`config.mk`:
```
export PLATFORM = sky130hd
export DESIGN_NAME = lagarto_trap_arbiter
export DESIGN_NICKNAME = d
export VERILOG_FILES = /design/src/rtl/riscv_privileged_pkg.sv /design/src/rtl/lagarto_trap_priority_select.sv /design/src/rtl/lagarto_trap_arbiter.sv
export SDC_FILE = /design/constraint.sdc
export NUM_CORES = 1
export LEC_CHECK = 0
export CAP_MARGIN = 15
export CORE_AREA = 2 2 184 186
export DETAILED_ROUTE_END_ITERATION = 12
export DIE_AREA = 0 0 186 188
export PLACE_DENSITY = 0.57
export SYNTH_ARGS = -nofsm -noshare
export SYNTH_HDL_FRONTEND = slang
export SYNTH_SLANG_ARGS = --single-unit
```
`constraint.sdc`:
```
create_clock -name clock_i -period 7.4 [get_ports clock_i]
set_input_delay 2.22 -clock clock_i [delete_from_list [all_inputs] [get_ports clock_i]]
set_output_delay 2.22 -clock clock_i [all_outputs]
set_load 0.01 [all_outputs]
```
`src/rtl/riscv_privileged_pkg.sv`:
```
// Privileged-architecture constants and shared types for the trap path.
// Holds trap cause codes, the trap record and the trap arbiter state encoding.
package riscv_privileged_pkg;

   localparam int unsigned XLEN      = 32;
   localparam int unsigned MXLEN     = 32;
   localparam int unsigned CodeWidth = MXLEN - 1;

   localparam int unsigned IrqMsi = 3;
   localparam int unsigned IrqMti = 7;
   localparam int unsigned IrqMei = 11;

   localparam int unsigned ExcInstrMisaligned  = 0;
   localparam int unsigned ExcInstrAccessFault = 1;
   localparam int unsigned ExcIllegalInstr     = 2;
   localparam int unsigned ExcBreakpoint       = 3;
   localparam int unsigned ExcLoadMisaligned   = 4;
   localparam int unsigned ExcLoadAccessFault  = 5;
   localparam int unsigned ExcStoreMisaligned  = 6;
   localparam int unsigned ExcStoreAccessFault = 7;
   localparam int unsigned ExcEcallM           = 11;

   typedef struct packed {
      logic                 interrupt;
      logic [CodeWidth-1:0] code;
      logic [XLEN-1:0]      epc;
      logic [MXLEN-1:0]     tval;
   } trap_record_t;

   typedef enum logic [1:0] {StIdle, StHold, StOffer, StDrain} state_t;

endpackage

```
`src/rtl/lagarto_trap_priority_select.sv`:
```
// Oldest-source picker: among asserted requests the highest index wins.
module lagarto_trap_priority_select
   import riscv_privileged_pkg::*;
#(
   parameter int unsigned NUM_SOURCES = 4,
   parameter int unsigned CAUSE_WIDTH = 5,
   parameter int unsigned IDX_WIDTH   = 2
) (
   input  logic [NUM_SOURCES-1:0]             valid,
   input  logic [NUM_SOURCES*CAUSE_WIDTH-1:0] cause,
   input  logic [NUM_SOURCES*XLEN-1:0]        pc,
   input  logic [NUM_SOURCES*MXLEN-1:0]       tval,
   output logic                               sel_valid,
   output logic [IDX_WIDTH-1:0]               sel_index,
   output logic [CAUSE_WIDTH-1:0]             sel_cause,
   output logic [XLEN-1:0]                    sel_pc,
   output logic [MXLEN-1:0]                   sel_tval
);

   always_comb begin
      sel_valid = 1'b0;
      sel_index = '0;
      sel_cause = '0;
      sel_pc    = '0;
      sel_tval  = '0;
      // Ascending scan so the last (oldest) asserted source overrides.
      for (int unsigned k = 0; k < NUM_SOURCES; k++) begin
         if (valid[k]) begin
            sel_valid = 1'b1;
            sel_index = IDX_WIDTH'(k);
            sel_cause = cause[k*CAUSE_WIDTH +: CAUSE_WIDTH];
            sel_pc    = pc[k*XLEN +: XLEN];
            sel_tval  = tval[k*MXLEN +: MXLEN];
         end
      end
   end

endmodule

```
`src/rtl/lagarto_trap_arbiter.sv`:
```
// Keeps the oldest pending trap, waits for it to reach the commit head and
// offers a single cause/epc/tval record to the exception handler.
module lagarto_trap_arbiter
   import riscv_privileged_pkg::*;
#(
   parameter int unsigned NUM_SOURCES = 4,
   parameter int unsigned CAUSE_WIDTH = 5
) (
   input  logic                             clock_i,
   input  logic                             reset_i,
   input  logic [NUM_SOURCES-1:0]           exception_valid_i,
   input  logic [NUM_SOURCES*CAUSE_WIDTH-1:0] exception_cause_i,
   input  logic [NUM_SOURCES*XLEN-1:0]      exception_pc_i,
   input  logic [NUM_SOURCES*MXLEN-1:0]     exception_tval_i,
   input  logic [MXLEN-1:0]                 interrupt_pending_i,
   input  logic                             global_interrupt_enable_i,
   input  logic                             head_valid_i,
   input  logic [XLEN-1:0]                  head_pc_i,
   input  logic                             instruction_retired_i,
   input  logic [XLEN-1:0]                  next_pc_i,
   input  logic                             squash_i,
   output logic                             trap_valid_o,
   input  logic                             trap_ready_i,
   output logic [MXLEN-1:0]                 trap_cause_o,
   output logic [XLEN-1:0]                  trap_epc_o,
   output logic [MXLEN-1:0]                 trap_tval_o,
   output logic                             trap_pending_o
);

   localparam int unsigned IdxWidth = (NUM_SOURCES > 1) ? $clog2(NUM_SOURCES) : 1;

   state_t               state_q;
   trap_record_t         rec_q;
   logic [IdxWidth-1:0]  src_q;
   logic                 trap_valid_q;
   logic                 trap_pending_q;

   logic                 sel_valid;
   logic [IdxWidth-1:0]  sel_index;
   logic [CAUSE_WIDTH-1:0] sel_cause;
   logic [XLEN-1:0]      sel_pc;
   logic [MXLEN-1:0]     sel_tval;

   trap_record_t         exc_rec;
   trap_record_t         irq_rec;
   logic                 irq_take;

   lagarto_trap_priority_select #(
      .NUM_SOURCES (NUM_SOURCES),
      .CAUSE_WIDTH (CAUSE_WIDTH),
      .IDX_WIDTH   (IdxWidth)
   ) u_select (
      .valid     (exception_valid_i),
      .cause     (exception_cause_i),
      .pc        (exception_pc_i),
      .tval      (exception_tval_i),
      .sel_valid (sel_valid),
      .sel_index (sel_index),
      .sel_cause (sel_cause),
      .sel_pc    (sel_pc),
      .sel_tval  (sel_tval)
   );

   always_comb begin
      exc_rec.interrupt = 1'b0;
      exc_rec.code      = CodeWidth'(sel_cause);
      exc_rec.epc       = sel_pc;
      exc_rec.tval      = sel_tval;

      irq_rec           = '0;
      irq_rec.interrupt = 1'b1;
      irq_rec.epc       = next_pc_i;
      irq_take          = global_interrupt_enable_i && instruction_retired_i;
      if (interrupt_pending_i[IrqMei]) begin
         irq_rec.code = CodeWidth'(IrqMei);
      end else if (interrupt_pending_i[IrqMsi]) begin
         irq_rec.code = CodeWidth'(IrqMsi);
      end else if (interrupt_pending_i[IrqMti]) begin
         irq_rec.code = CodeWidth'(IrqMti);
      end else begin
         irq_take = 1'b0;
      end
   end

   always_ff @(posedge clock_i or posedge reset_i) begin
      if (reset_i) begin
         state_q        <= StIdle;
         rec_q          <= '0;
         src_q          <= '0;
         trap_valid_q   <= 1'b0;
         trap_pending_q <= 1'b0;
      end else begin
         case (state_q)
            StIdle: begin
               if (sel_valid && !squash_i) begin
                  rec_q          <= exc_rec;
                  src_q          <= sel_index;
                  state_q        <= StHold;
                  trap_pending_q <= 1'b1;
               end else if (irq_take) begin
                  rec_q          <= irq_rec;
                  src_q          <= '0;
                  state_q        <= StOffer;
                  trap_valid_q   <= 1'b1;
                  trap_pending_q <= 1'b1;
               end
            end
            StHold: begin
               if (squash_i) begin
                  rec_q          <= '0;
                  src_q          <= '0;
                  state_q        <= StIdle;
                  trap_pending_q <= 1'b0;
               end else if (sel_valid && (sel_index > src_q)) begin
                  // Older replacement wins over a same-cycle head match.
                  rec_q <= exc_rec;
                  src_q <= sel_index;
               end else if (head_valid_i && (head_pc_i == rec_q.epc)) begin
                  state_q      <= StOffer;
                  trap_valid_q <= 1'b1;
               end
            end
            StOffer: begin
               if (trap_ready_i) begin
                  state_q        <= StDrain;
                  trap_valid_q   <= 1'b0;
                  trap_pending_q <= 1'b0;
               end
            end
            StDrain: begin
               state_q <= StIdle;
            end
            default: begin
               state_q        <= StIdle;
               trap_valid_q   <= 1'b0;
               trap_pending_q <= 1'b0;
            end
         endcase
      end
   end

   assign trap_valid_o   = trap_valid_q;
   assign trap_pending_o = trap_pending_q;
   assign trap_cause_o   = {rec_q.interrupt, rec_q.code};
   assign trap_epc_o     = rec_q.epc;
   assign trap_tval_o    = rec_q.tval;

endmodule

```
=== Word level (Yosys, flattened, before mapping) ===
Index checks and enable logic that the tools add are counted.

* Bits in registers: 102
* Bits of input ports: 383
* Output and inout bits: 98
* Logic and storage cells: 88

* Magnitude comparators: 1
* Equality and inequality tests: 15
* Multiplexer cells: 52
* Reductions and logical operators: 12

{| class="wikitable"
|+ Operators with widths
! kind !! number
|-
| $mux 96 || 4
|-
| $mux 32 || 8
|-
| $pmux 96 s2 || 1
|-
| $eq 32x32->1 || 1
|-
| $mux 2 || 12
|-
| $mux 5 || 4
|-
| $mux 1 || 16
|-
| $ne 2x2->1 const B || 7
|-
| $ne 3x3->1 const B || 4
|-
| $pmux 2 s4 || 1
|-
| $reduce_and 4->1 || 2
|-
| $reduce_and 7->1 || 1
|-
| $mux 3 || 2
|-
| $pmux 1 s3 || 2
|-
| $eq 2x2->1 const B || 2
|-
| $logic_and 1x1->1 || 4
|-
| $mux 4 || 1
|-
| $pmux 2 s2 || 1
|-
| $reduce_and 3->1 || 1
|-
| $reduce_bool 3->1 || 1
|-
| $eq 2x1->1 const B || 1
|-
| $gt 2x2->1 || 1
|-
| $logic_not 2->1 || 1
|-
| $reduce_bool 2->1 || 1
|-
| $logic_not 1->1 || 1
|}

=== Longest topological paths before layout ===
* Depth after elaboration: 8
* Mapped depth: 13
* Gate-level depth less buffers: 8

=== Cells and area by module ===
From an unflattened synthesis, not the netlist that was laid out.

* Cells, all modules: 756
* Area, all modules: 5823.1 um2

{| class="wikitable"
|+ Modules (own cells, without submodules)
! module !! instances !! cells an instance !! area an instance (um2) !! sequential area each (um2)
|-
| lagarto_trap_arbiter || 1 || 437 || 3971.3 || 1901.8
|-
| lagarto_trap_priority_select || 1 || 319 || 1851.8 || 0.0
|}

=== Worst setup path before layout ===
No wires, ideal clock.

* Path kind: input port to flip-flop
* From: in exception_valid_i[1]
* To: reg rec_q, in the netlist trap_tval_o[15]
* Setup time: 0.125 ns
* Arrival time: 4.735 ns
* Data required time: 7.275 ns
* Setup slack: 2.540 ns
* Cell stages on the path: 12
* Buffers on the path: 4
* Cells stage by stage: buf_2 -> nor2b_1 -> clkbuf_1 -> buf_1 -> nor2_1 -> ha_1 -> nor2b_1 -> a2bb2oi_1 -> a21o_1 -> a22o_1 -> buf_1 -> mux2_2

* Longest elaborated chain between the ends: 7
* Elaborated cells on any way between the ends: 19
* Those cells by class: order compare (1); eq/ne (2); mux (13); reduce/logical (3)

{| class="wikitable"
|+ Ends and longest elaborated chain
! what !! RTL line !! RTL
|-
| from (decl) || lagarto_trap_arbiter.sv:11 || <nowiki>input logic [NUM_SOURCES-1:0] exception_valid_i,</nowiki>
|-
| $mux 1 || lagarto_trap_priority_select.sv:28 || <nowiki>if (valid[k]) begin</nowiki>
|-
| $mux 2 (2 in a row) || lagarto_trap_priority_select.sv:28 ||
|-
| $gt 2x2->1 || lagarto_trap_arbiter.sv:114 || <nowiki>end else if (sel_valid && (sel_index > src_q)) begin</nowiki>
|-
| $logic_and 1x1->1 || lagarto_trap_arbiter.sv:114 ||
|-
| $ne 3x3->1 (no line) || -- ||
|-
| $reduce_and 3->1 (no line) || -- ||
|-
| to (signal assigned) || lagarto_trap_arbiter.sv:96 || <nowiki>rec_q <= exc_rec;</nowiki>
|-
| to (signal assigned) || lagarto_trap_arbiter.sv:101 || <nowiki>rec_q <= irq_rec;</nowiki>
|-
| to (signal assigned) || lagarto_trap_arbiter.sv:116 || <nowiki>rec_q <= exc_rec;</nowiki>
|-
| to (decl) || lagarto_trap_arbiter.sv:33 || <nowiki>trap_record_t rec_q;</nowiki>
|}

Several ways; a longest one is shown, not always the timed one. The select of a mux whose other input is x is not followed.
A chain may end at the register's enable or synchronous reset.

=== Worst setup path in the final report ===
* From: in exception_valid_i[3]
* To: reg rec_q, in the netlist trap_tval_o[1]

* Longest elaborated chain between the ends: 5
* Elaborated cells on any way between the ends: 13
* Those cells by class: order compare (1); eq/ne (2); mux (7); reduce/logical (3)

{| class="wikitable"
|+ Ends and longest elaborated chain
! what !! RTL line
|-
| $mux 2 || lagarto_trap_priority_select.sv:28
|-
| $gt 2x2->1 || lagarto_trap_arbiter.sv:114
|-
| $logic_and 1x1->1 || lagarto_trap_arbiter.sv:114
|-
| $ne 3x3->1 (no line) || --
|-
| $reduce_and 3->1 (no line) || --
|}

Several ways; a longest one is shown, not always the timed one. The select of a mux whose other input is x is not followed.

==> summary.txt <==
Run status
  • Outcome: completed

GRT
  • Largest net degree at the start of global routing: 81
  • Initial antenna violation count: 3
  • GRT Total Usage: between 15 and 20%
  • Vias in the first global route: 6699
  • First-pass GRT wire length: between 40000 and 50000 µm
  • Gr ovfl total: 0

Timing
  • RSZ-0062 raised after global routing: no
  • Relative slew slack: 37.0%
  • Worst-Margin Slew: 0.946 ns
  • Final hold vios: 0
  • Setup Viol. Count Final: 0
  • Min cycle time layout: 5.00 ns
  • Maximum clock rate: 200 MHz
  • Setup TNS: 0 ns
  • Count of pins over their slew limit: 0
  • Worst setup margin: 2.40 ns
  • Final critical-path share of the clock period: 67.6%
  • Clk_skew: 0.00996 ns

Die
  • I/O pins: 481
  • Height of the die: 188 µm
  • Initial Util: 17.0%
  • Die X: 186 µm
  • Core area: approximately 0.033 mm²
  • Site Rows: 67
  • Die Footprint: 0.0350 mm²

Clock tree
  • Bufs on Longest Clock Path: 2
  • Sink Count: 76
  • Cts repair resizes: 0
  • Hold-fix buffers, CTS: 0
  • # H-tree levels: 3
  • Post-CTS Setup Bufs: 0
  • Worst-Skew Late Latency: 0.35 ns
  • Clock root cell: clkbuf_16
  • CTS tree: built
  • Reg clk slew, reported paths: 0.07 ns
  • CTS Buf Count: 9

Pwr
  • Peak supply drop: 0.172 mV
  • Power Dens Cells: 250 mW/mm²
  • Leakage power: approximately 0.004 µW

Logic synthesis
  • Main area contributors after synthesis: dfrtp_1, a221oi_1, mux2_2
  • Post-synthesis sequential area ratio: 33.7%
  • YS warnings: 0
  • Post-Synth Adder-Cell Area: 1.33%
  • Synth Instances: 624
  • FF+latch count, synth: 76
  • Post-synth EDFFs: 0
  • Main combinational cell family by area after synthesis: compound AO/OA/AOI/OAI gates
  • Mux contribution to synthesized area: approximately 8.9%
  • Simple-gate share of the synthesized area: 11.6%
  • Syn Area/Cell: 9.04 µm²
  • Leading area contributor after synthesis: dfrtp_1
  • Fraction of registers with async set/reset: 100%
  • Netlist Area Pre-Place: ~0.0056 mm²
  • Xor/xnor share of the synthesized area: 4.97%
  • Distinct cells, synth: 50
  • Post-synth top area share: about a third
  • Synth Area in Compound Gates: between 20% and 30%
  • Synth Flop Type: dfrtp_1

Routing
  • Vias per cell: 4.50
  • TritonRoute pass-1 iters: 4
  • Final wirelength: ~30000 µm
  • DR WL/cell: 20.0 µm
  • Via count: 6607
  • DR DRC count: 0
  • Detail Route Antenna Nets: 0
  • DR iter-0 viols: 226

Placed design
  • Placed cells: around 1500
  • HPWL Detailed: ~23000 µm
  • Post-place setup slack: between 1.5 and 2 ns
  • Buffers on Ports: 425
  • Dpl cell area: slightly above 0.01 mm²
  • Gpl congestion: 0.808

Worst hold path
  • Worst Hold Depth: 1
  • HP Class: flip-flop to flip-flop

Layout
  • Final std cells w/o fill: 1468
  • Nets@finish: 1403
  • Utilization after layout: between 30% and 40%
  • Area occupied by multi-input gates: 0.00332 mm²
  • Storage cell area: 0.00190 mm²
  • Share of cells above drive strength 1: 8.05%
  • Area grow syn2layout: 86.8%
  • Fill count: approximately 3500
  • Post-route cell area: between 0.01 and 0.015 mm²

Critical path
  • Critical Path Stages: 8
  • Worst setup SP type: primary input
  • CP bufs+invs: 1
  • CP top delay family: compound AO/OA/AOI/OAI gates
  • Worst EP required: 7.63 ns
  • Crit path DAT: 5.23 ns
  • R2r worst-path depth: 7
  • Critical path's slowest cell: a22o_4
  • CP Capture Type: flip-flop
  • Classification of the worst setup path: primary input to flip-flop
  • CP peak stage delay: 0.74 ns
  • Crit path max fanout: 68
  • Crit path cell chain: buf_2 > or2_2 > ha_1 > nor2b_1 > a2bb2oi_1 > a21o_1 > a22o_4 > mux2_2

Run
  • Max_cap viols: 0
-- kinds of logic (layout without fill, tap and decap cells) --
| logic type | after synthesis | in the layout |
|---|---|---|
| compound gates | 217 | 217 |
| simple gates | 133 | 133 |
| buf+inv | 114 | 484 |
| flops | 76 | 76 |
| mux | 45 | 45 |
| xor+xnor | 32 | 32 |
| fa+ha+maj | 6 | 6 |
| other cells | 1 | 27 |
-- Yosys cell counts (11+ instances only) --
cell and count:
a221oi_1 58, a22oi_1 51, buf_4 26, xnor2_1 24
o21ai_0 17, dfrtp_1 76, a22o_1 11, clkbuf_1 44
nand2_1 33, mux2_2 43, o22ai_1 32, nor2_1 37
inv_1 31, o221ai_1 24, nor3_1 34
-- cell usage in the layout (no fill, tap or decap), types with 2 or more instances in the layout --
master,n
clkdlybuf4s50_1,422
dfrtp_1,76
a221oi_1,58
a22oi_1,51
mux2_2,43
nor2_1,37
nor3_1,34
nand2_1,33
o22ai_1,32
inv_1,30
conb_1,26
xnor2_1,24
o221ai_1,24
o21ai_0,17
buf_4,12
a22o_1,10
clkbuf_16,9
xor2_1,8
nand4_1,6
ha_1,6
nor2b_1,4
a221o_1,4
a21oi_1,3
nand2b_1,3
o311a_1,3
nor4_1,3
buf_2,3
a21o_1,2
mux2i_1,2
o31ai_1,2
nand3_1,2
or4_1,2
clkbuf_1,2
clkinv_2,2
-- per-stage QoR --
step                      hold slack (ns)  total power (µW)
after floorplan                     0.487              1450
after global placement              0.461              2200
final                               0.486              2640
after global routing                0.504              2820
after CTS                           0.492              2710
after detailed placement            0.476              2220
-- worst paths after layout --
check                                     start                to  slack [ns]
max in group asynchronous               reset_i     trap_epc_o[3]        4.09
min reg2reg                    trap_cause_o[31]  trap_cause_o[31]        0.49
max reg2reg                            src_q[1]    trap_tval_o[1]        4.73
min                            trap_cause_o[31]  trap_cause_o[31]        0.49
min in group asynchronous               reset_i   trap_tval_o[18]        2.22
max                        exception_valid_i[3]    trap_tval_o[1]        2.40
-- metal layers --
| layer | up-vias | global-route usage, % | share of wire, % |
|---|---|---|---|
| li1 | 3150 | - | - |
| met1 | 3105 | 17.2 | 38 |
| met2 | 323 | 30.1 | 52 |
| met3 | 25 | 3.98 | 7.8 |
| met4 | 4 | 4.27 | 1.7 |
| met5 | - | 0 | 0.092 |
-- flip-flops by register name (all words and copies together) (netlist names) --
name,flops
state_q,2
trap_cause_o,6
src_q,2
trap_tval_o,32
trap_epc_o,32
trap_pending_o,1
trap_valid_o,1
-- layout make-up --
cell class                 count  share of cell area [%]
sequential                    76                    18.1
tap                          448                    5.32
inverter                      31                    1.13
antenna                        1                  0.0238
clock inverter                 4                   0.463
multi-input combinational    459                    31.5
timing repair buffer         437                    41.1
clock buffer                  12                    2.34
-- power breakdown --
part / switching, µW / total [µW] / internal [µW]
Sequential: 144 / 738 / 594
Combinational: 623 / 1430 / 808
Clock: 195 / 466 / 271
Note: power is estimated with default switching activity, not from simulation.
==> edit 1, RTL diff (same flow settings) <==
`CAUSE_WIDTH` is set to 5 in 2 places; all go to 10.
--- a/src/rtl/lagarto_trap_priority_select.sv
+++ b/src/rtl/lagarto_trap_priority_select.sv
@@ -4,5 +4,5 @@
 #(
    parameter int unsigned NUM_SOURCES = 4,
-   parameter int unsigned CAUSE_WIDTH = 5,
+   parameter int unsigned CAUSE_WIDTH = 10,
    parameter int unsigned IDX_WIDTH   = 2
 ) (
--- a/src/rtl/lagarto_trap_arbiter.sv
+++ b/src/rtl/lagarto_trap_arbiter.sv
@@ -5,5 +5,5 @@
 #(
    parameter int unsigned NUM_SOURCES = 4,
-   parameter int unsigned CAUSE_WIDTH = 5
+   parameter int unsigned CAUSE_WIDTH = 10
 ) (
    input  logic                             clock_i,
Interface: changed (resized exception_cause_i); port bits go from 481 to 501. No check against the original RTL was run, so the function may have changed too.
==> edit 1 against the original RTL <==
- cell area up 1.6%
- first-iteration DRC count up 130%
- fmax down 1.1%
- synthesized area down 1.4%
- core utilization up 0.51 points
- critical path depth up 4
- sequential cell count up 5
- wire length up 11%
- worst setup slack worse by 0.057 ns
- via count up 4.2%
- total power up 6.7%
- largest cell class unchanged
==> edit 1: results (changes against the original RTL) <==
grt:
  grt_usage: 0.182  # +0.0237
  grt_pass1_wl_mm: 46.3  # +14%
  met2_usage: 0.288  # -0.0134
  grt_pass1_vias: 7000  # +4.5%
  grt_max_degree: 78  # -3.7%
layout:
  num-fill-cells: 3452  # -0.20%
  post-route-util: 0.323  # +0.00510
  signal_buffers: 469  # +7.3%
  ff_latch_area_mm2: 0.00203  # +6.6%
  final-clk-cell-share: 0.0272  # -0.000794
  multi_input_cells: 452  # -1.5%
  inverters: 14  # -55%
  fin_cells: 1481  # +0.89%
  syn2layout_area_growth_pct: 92.4
  drive_gt1_frac: 0.0465  # -0.0340
  clkbuf_count: 11  # -1
power:
  power.leakage_nw: 4.09  # +2.6%
  power_w: 0.00281  # +6.7%
  vdd_drop_max_v: 0.000251  # +46%
  pwr-share-comb: 0.551  # +0.008
drt:
  wl_mm: 32.6  # +11%
  vias_per_cell: 4.65  # +3.3%
  drt_first_iter_violations: 518  # +130%
placement:
  gp_congestion: 0.892  # +10%
  dp.cells: 1464  # +0.90%
  port_buffers: 450  # +5.9%
  post-dp-hpwl_mm: 25.7  # +9.9%
  place_ws_ns: 2.06  # +0.0673 ns
setup_path:
  crit_slowest_cell: "buf_4"
  reg2reg_depth: 9  # +2
  worstPathMaxFanout: 63  # -7.4%
  cpLargestDelayFamily: "buffers and inverters"
timing:
  tightestPinTransition_ns: 1.03  # +0.0848 ns
  finClkSkew_ns: 0.0109  # +0.000959 ns
worst_hold_path:
  worstHoldPathCells: 2  # +1
synth:
  ys_seq_area_frac: 0.364  # +0.0271
  synth.avg_cell_area_um2: 9.04  # about the same
  synth_area_mm2: 0.00556  # -1.4%
  synth_area_leaders: "dfrtp_1 (36%), a221oi_1 (12%), o41ai_1 (5.8%), a22oi_1 (5.7%), a221o_1 (5.0%)"
  synth.distinct_cells: 41  # -18%
status:
  outcome: "completed"
[edit 1: path summary, 6_finish.rpt]
path | start | end | slack [ns]
hold / removal | trap_tval_o[0] | trap_tval_o[0] | 0.47
setup / recovery | exception_valid_i[3] | trap_epc_o[25] | 2.34
max in group asynchronous | reset_i | trap_epc_o[27] | 4.04
min in group asynchronous | reset_i | trap_epc_o[4] | 2.28
setup reg to reg | src_q[1] | trap_epc_o[25] | 4.68
hold reg to reg | trap_tval_o[0] | trap_tval_o[0] | 0.47
[edit 1: cells by family (layout without fill, tap and decap cells)]
logic type,after synthesis,count (layout),share of synthesized area
adder cells (fa/ha/maj),6,6,0.0135
AO/OA/AOI/OAI,250,250,0.363
other,1,22,0.000674
XOR/XNOR,32,32,0.0504
multiplexers,3,3,0.00585
buffers and inverters,102,499,0.0902
flip-flops,81,81,0.364
AND/OR/NAND/NOR,140,140,0.112
[edit 1: routing by layer]
layer	wire (um)	vias to the layer above
met5	0	-
met4	476	0
met3	2220	27
li1	-	3235
met1	14800	3323
met2	15200	301
==> edit 2, RTL diff (config.mk and constraints unchanged) <==
Made on the original files. Encoding of `state_t`: now one-hot (4 bits for 4 states).
--- a/src/rtl/riscv_privileged_pkg.sv
+++ b/src/rtl/riscv_privileged_pkg.sv
@@ -28,5 +28,5 @@
    } trap_record_t;
 
-   typedef enum logic [1:0] {StIdle, StHold, StOffer, StDrain} state_t;
+   typedef enum logic [3:0] {StIdle = 4'b0001, StHold = 4'b0010, StOffer = 4'b0100, StDrain = 4'b1000} state_t;
 
 endpackage
Formal check against the unedited RTL: no difference found for any inputs over 4 cycles, from zero or initial values and one cycle with reset_i high; so few cycles prove little.
==> edit 2 against the original RTL <==
- wire length grew 4.2%
- register-to-register slack lost 0.43 ns
- fmax shrank 7.0%
- worst setup slack lost 0.38 ns
- sequential cell count grew 2
- clock skew is essentially flat
- total power grew 6.7%
- synthesized area grew 3.5%
- non-clock buffer count shrank 2
- global-route usage grew 0.97 points
- core utilization grew 0.71 points
- cell area grew 2.2%
==> edit 2: results (changes against the original RTL) <==
status:
  outcome: "completed"
placement:
  gp_congestion: 0.828  # +2.5%
  place_ws_ns: 1.60  # -0.388 ns
  post-dp-hpwl_mm: 23.2  # -0.58%
worst_hold_path:
  worstHoldPathCells: 1  # unchanged
  hp-start: "trap_cause_o[1]"
drt:
  wl_mm: 30.5  # +4.2%
  wirelength_met1_mm: 12.6  # +12%
  dr_wl_met3_mm: 1.87  # -18%
  firstDrtPassIters: 5  # +1
  vias_per_cell: 4.58  # +1.8%
  detailroute.wirelength.met2_mm: 15.3  # about the same
  drt_first_iter_violations: 410  # +81%
  top_layer_used: "met4"
setup_path:
  worstPathMaxFanout: 49  # -28%
  setup.worst_path.start: "exception_valid_i[2]"
  r2r_start: "state_q[0]"
  crit_slowest_cell: "or2_4"
  reg2reg_depth: 6  # -1
  cpLargestDelayFamily: "buffers and inverters"
  cpPeakStageDelay_ns: 0.78  # +0.04 ns
timing:
  tightestPinTransition_ns: 1.10  # +0.153 ns
  finClkSkew_ns: 0.00963  # -0.000326 ns
grt:
  grt_pass1_wl_mm: 43.3  # +6.2%
  grt_usage: 0.168  # +0.00967
  grt_pass1_vias: 6754  # +0.82%
  antenna_found_initial: 2  # -1
layout:
  num-fill-cells: 3409  # -1.4%
  drive_gt1_frac: 0.0725  # -0.00801
  nets: 1415  # +0.86%
synth:
  ys_seq_area_frac: 0.335  # -0.00249
  synth.distinct_cells: 57  # +14%
  synth_area_leaders: "dfrtp_1 (33%), a221oi_1 (10%), mux2_4 (8.8%), o221ai_1 (5.1%), a22oi_1 (4.5%)"
  synthTopCellsByCount: "dfrtp_1 (77), a221oi_1 (68), nor2_1 (49), clkbuf_1 (46), nand2_1 (42)"
power:
  vdd_drop_max_v: 0.000146  # -15%
  power.leakage_nw: 4.10  # +2.9%
clock_tree:
  clockRootBuffer: "clkbuf_16"
==> edit 2: metrics by stage <==
step | hold WS [ns] | area, um2 | util | cells | power (W)
floorplan | 0.489 | 5930 | - | 670 | 0.00151
global placement | 0.472 | 10300 | 0.313 | 1465 | 0.00225
detailed placement | 0.479 | 10300 | 0.313 | 1465 | 0.00226
CTS | 0.495 | 10700 | 0.323 | 1481 | 0.00285
global route | 0.520 | 10800 | 0.325 | 1484 | 0.00298
finish | 0.495 | 10800 | 0.325 | 1485 | 0.00281
==> edit 2: path summary, 6_finish.rpt <==
| kind | endpoint | slack [ns] |
|---|---|---|
| min in group asynchronous | trap_cause_o[4] | 2.34 |
| max in group asynchronous | trap_epc_o[14] | 4.02 |
| hold / removal | trap_cause_o[1] | 0.50 |
| setup reg to reg | trap_epc_o[14] | 4.30 |
| setup / recovery | trap_epc_o[14] | 2.02 |
| hold reg to reg | trap_cause_o[1] | 0.50 |
==> edit 2: worst reg2reg max path: cells and delay by family (launching register included) <==
kind                   cells  cell delay (ns)
buffers and inverters      2             0.59
AO/OA/AOI/OAI              2             0.45
flip-flops                 1             0.60
AND/OR/NAND/NOR            2             1.30
==> edit 2: power breakdown <==
group	internal [W]	leakage (nW)	switching (W)	total [W]
clock network	0.000365	0.171	0.000195	0.000560
registers	0.000610	0.991	0.000169	0.000779
logic	0.000829	2.94	0.000644	0.00147
total	0.00180	4.10	0.00101	0.00281
==> edit 2: layout make-up <==
class                      instances  share of cell area
antenna                            2            0.000465
clock buffer                      12              0.0220
clock inverter                     4              0.0112
inverter                          40              0.0141
multi-input combinational        466               0.314
sequential                        78               0.181
tap                              448              0.0521
timing repair buffer             435               0.404
==> edit 2: routing by layer <==
metal / vias to the layer above / track usage
met1: 3268 / 0.211
met2: 299 / 0.285
met3: 31 / 0.0342
met4: 0 / 0.0600
met5: - / 0
li1: 3204 / -
==> edit 2: logic make-up after synthesis <==
logic type                 share of synthesized area
AOI/OAI and AO/OA                              0.273
xor gates and xnor gates                      0.0511
adders and majority gates                    0.00429
buffers and inverters                          0.107
DFF                                            0.335
muxes                                         0.0875
other                                       0.000643
and+or+nand+nor                                0.142
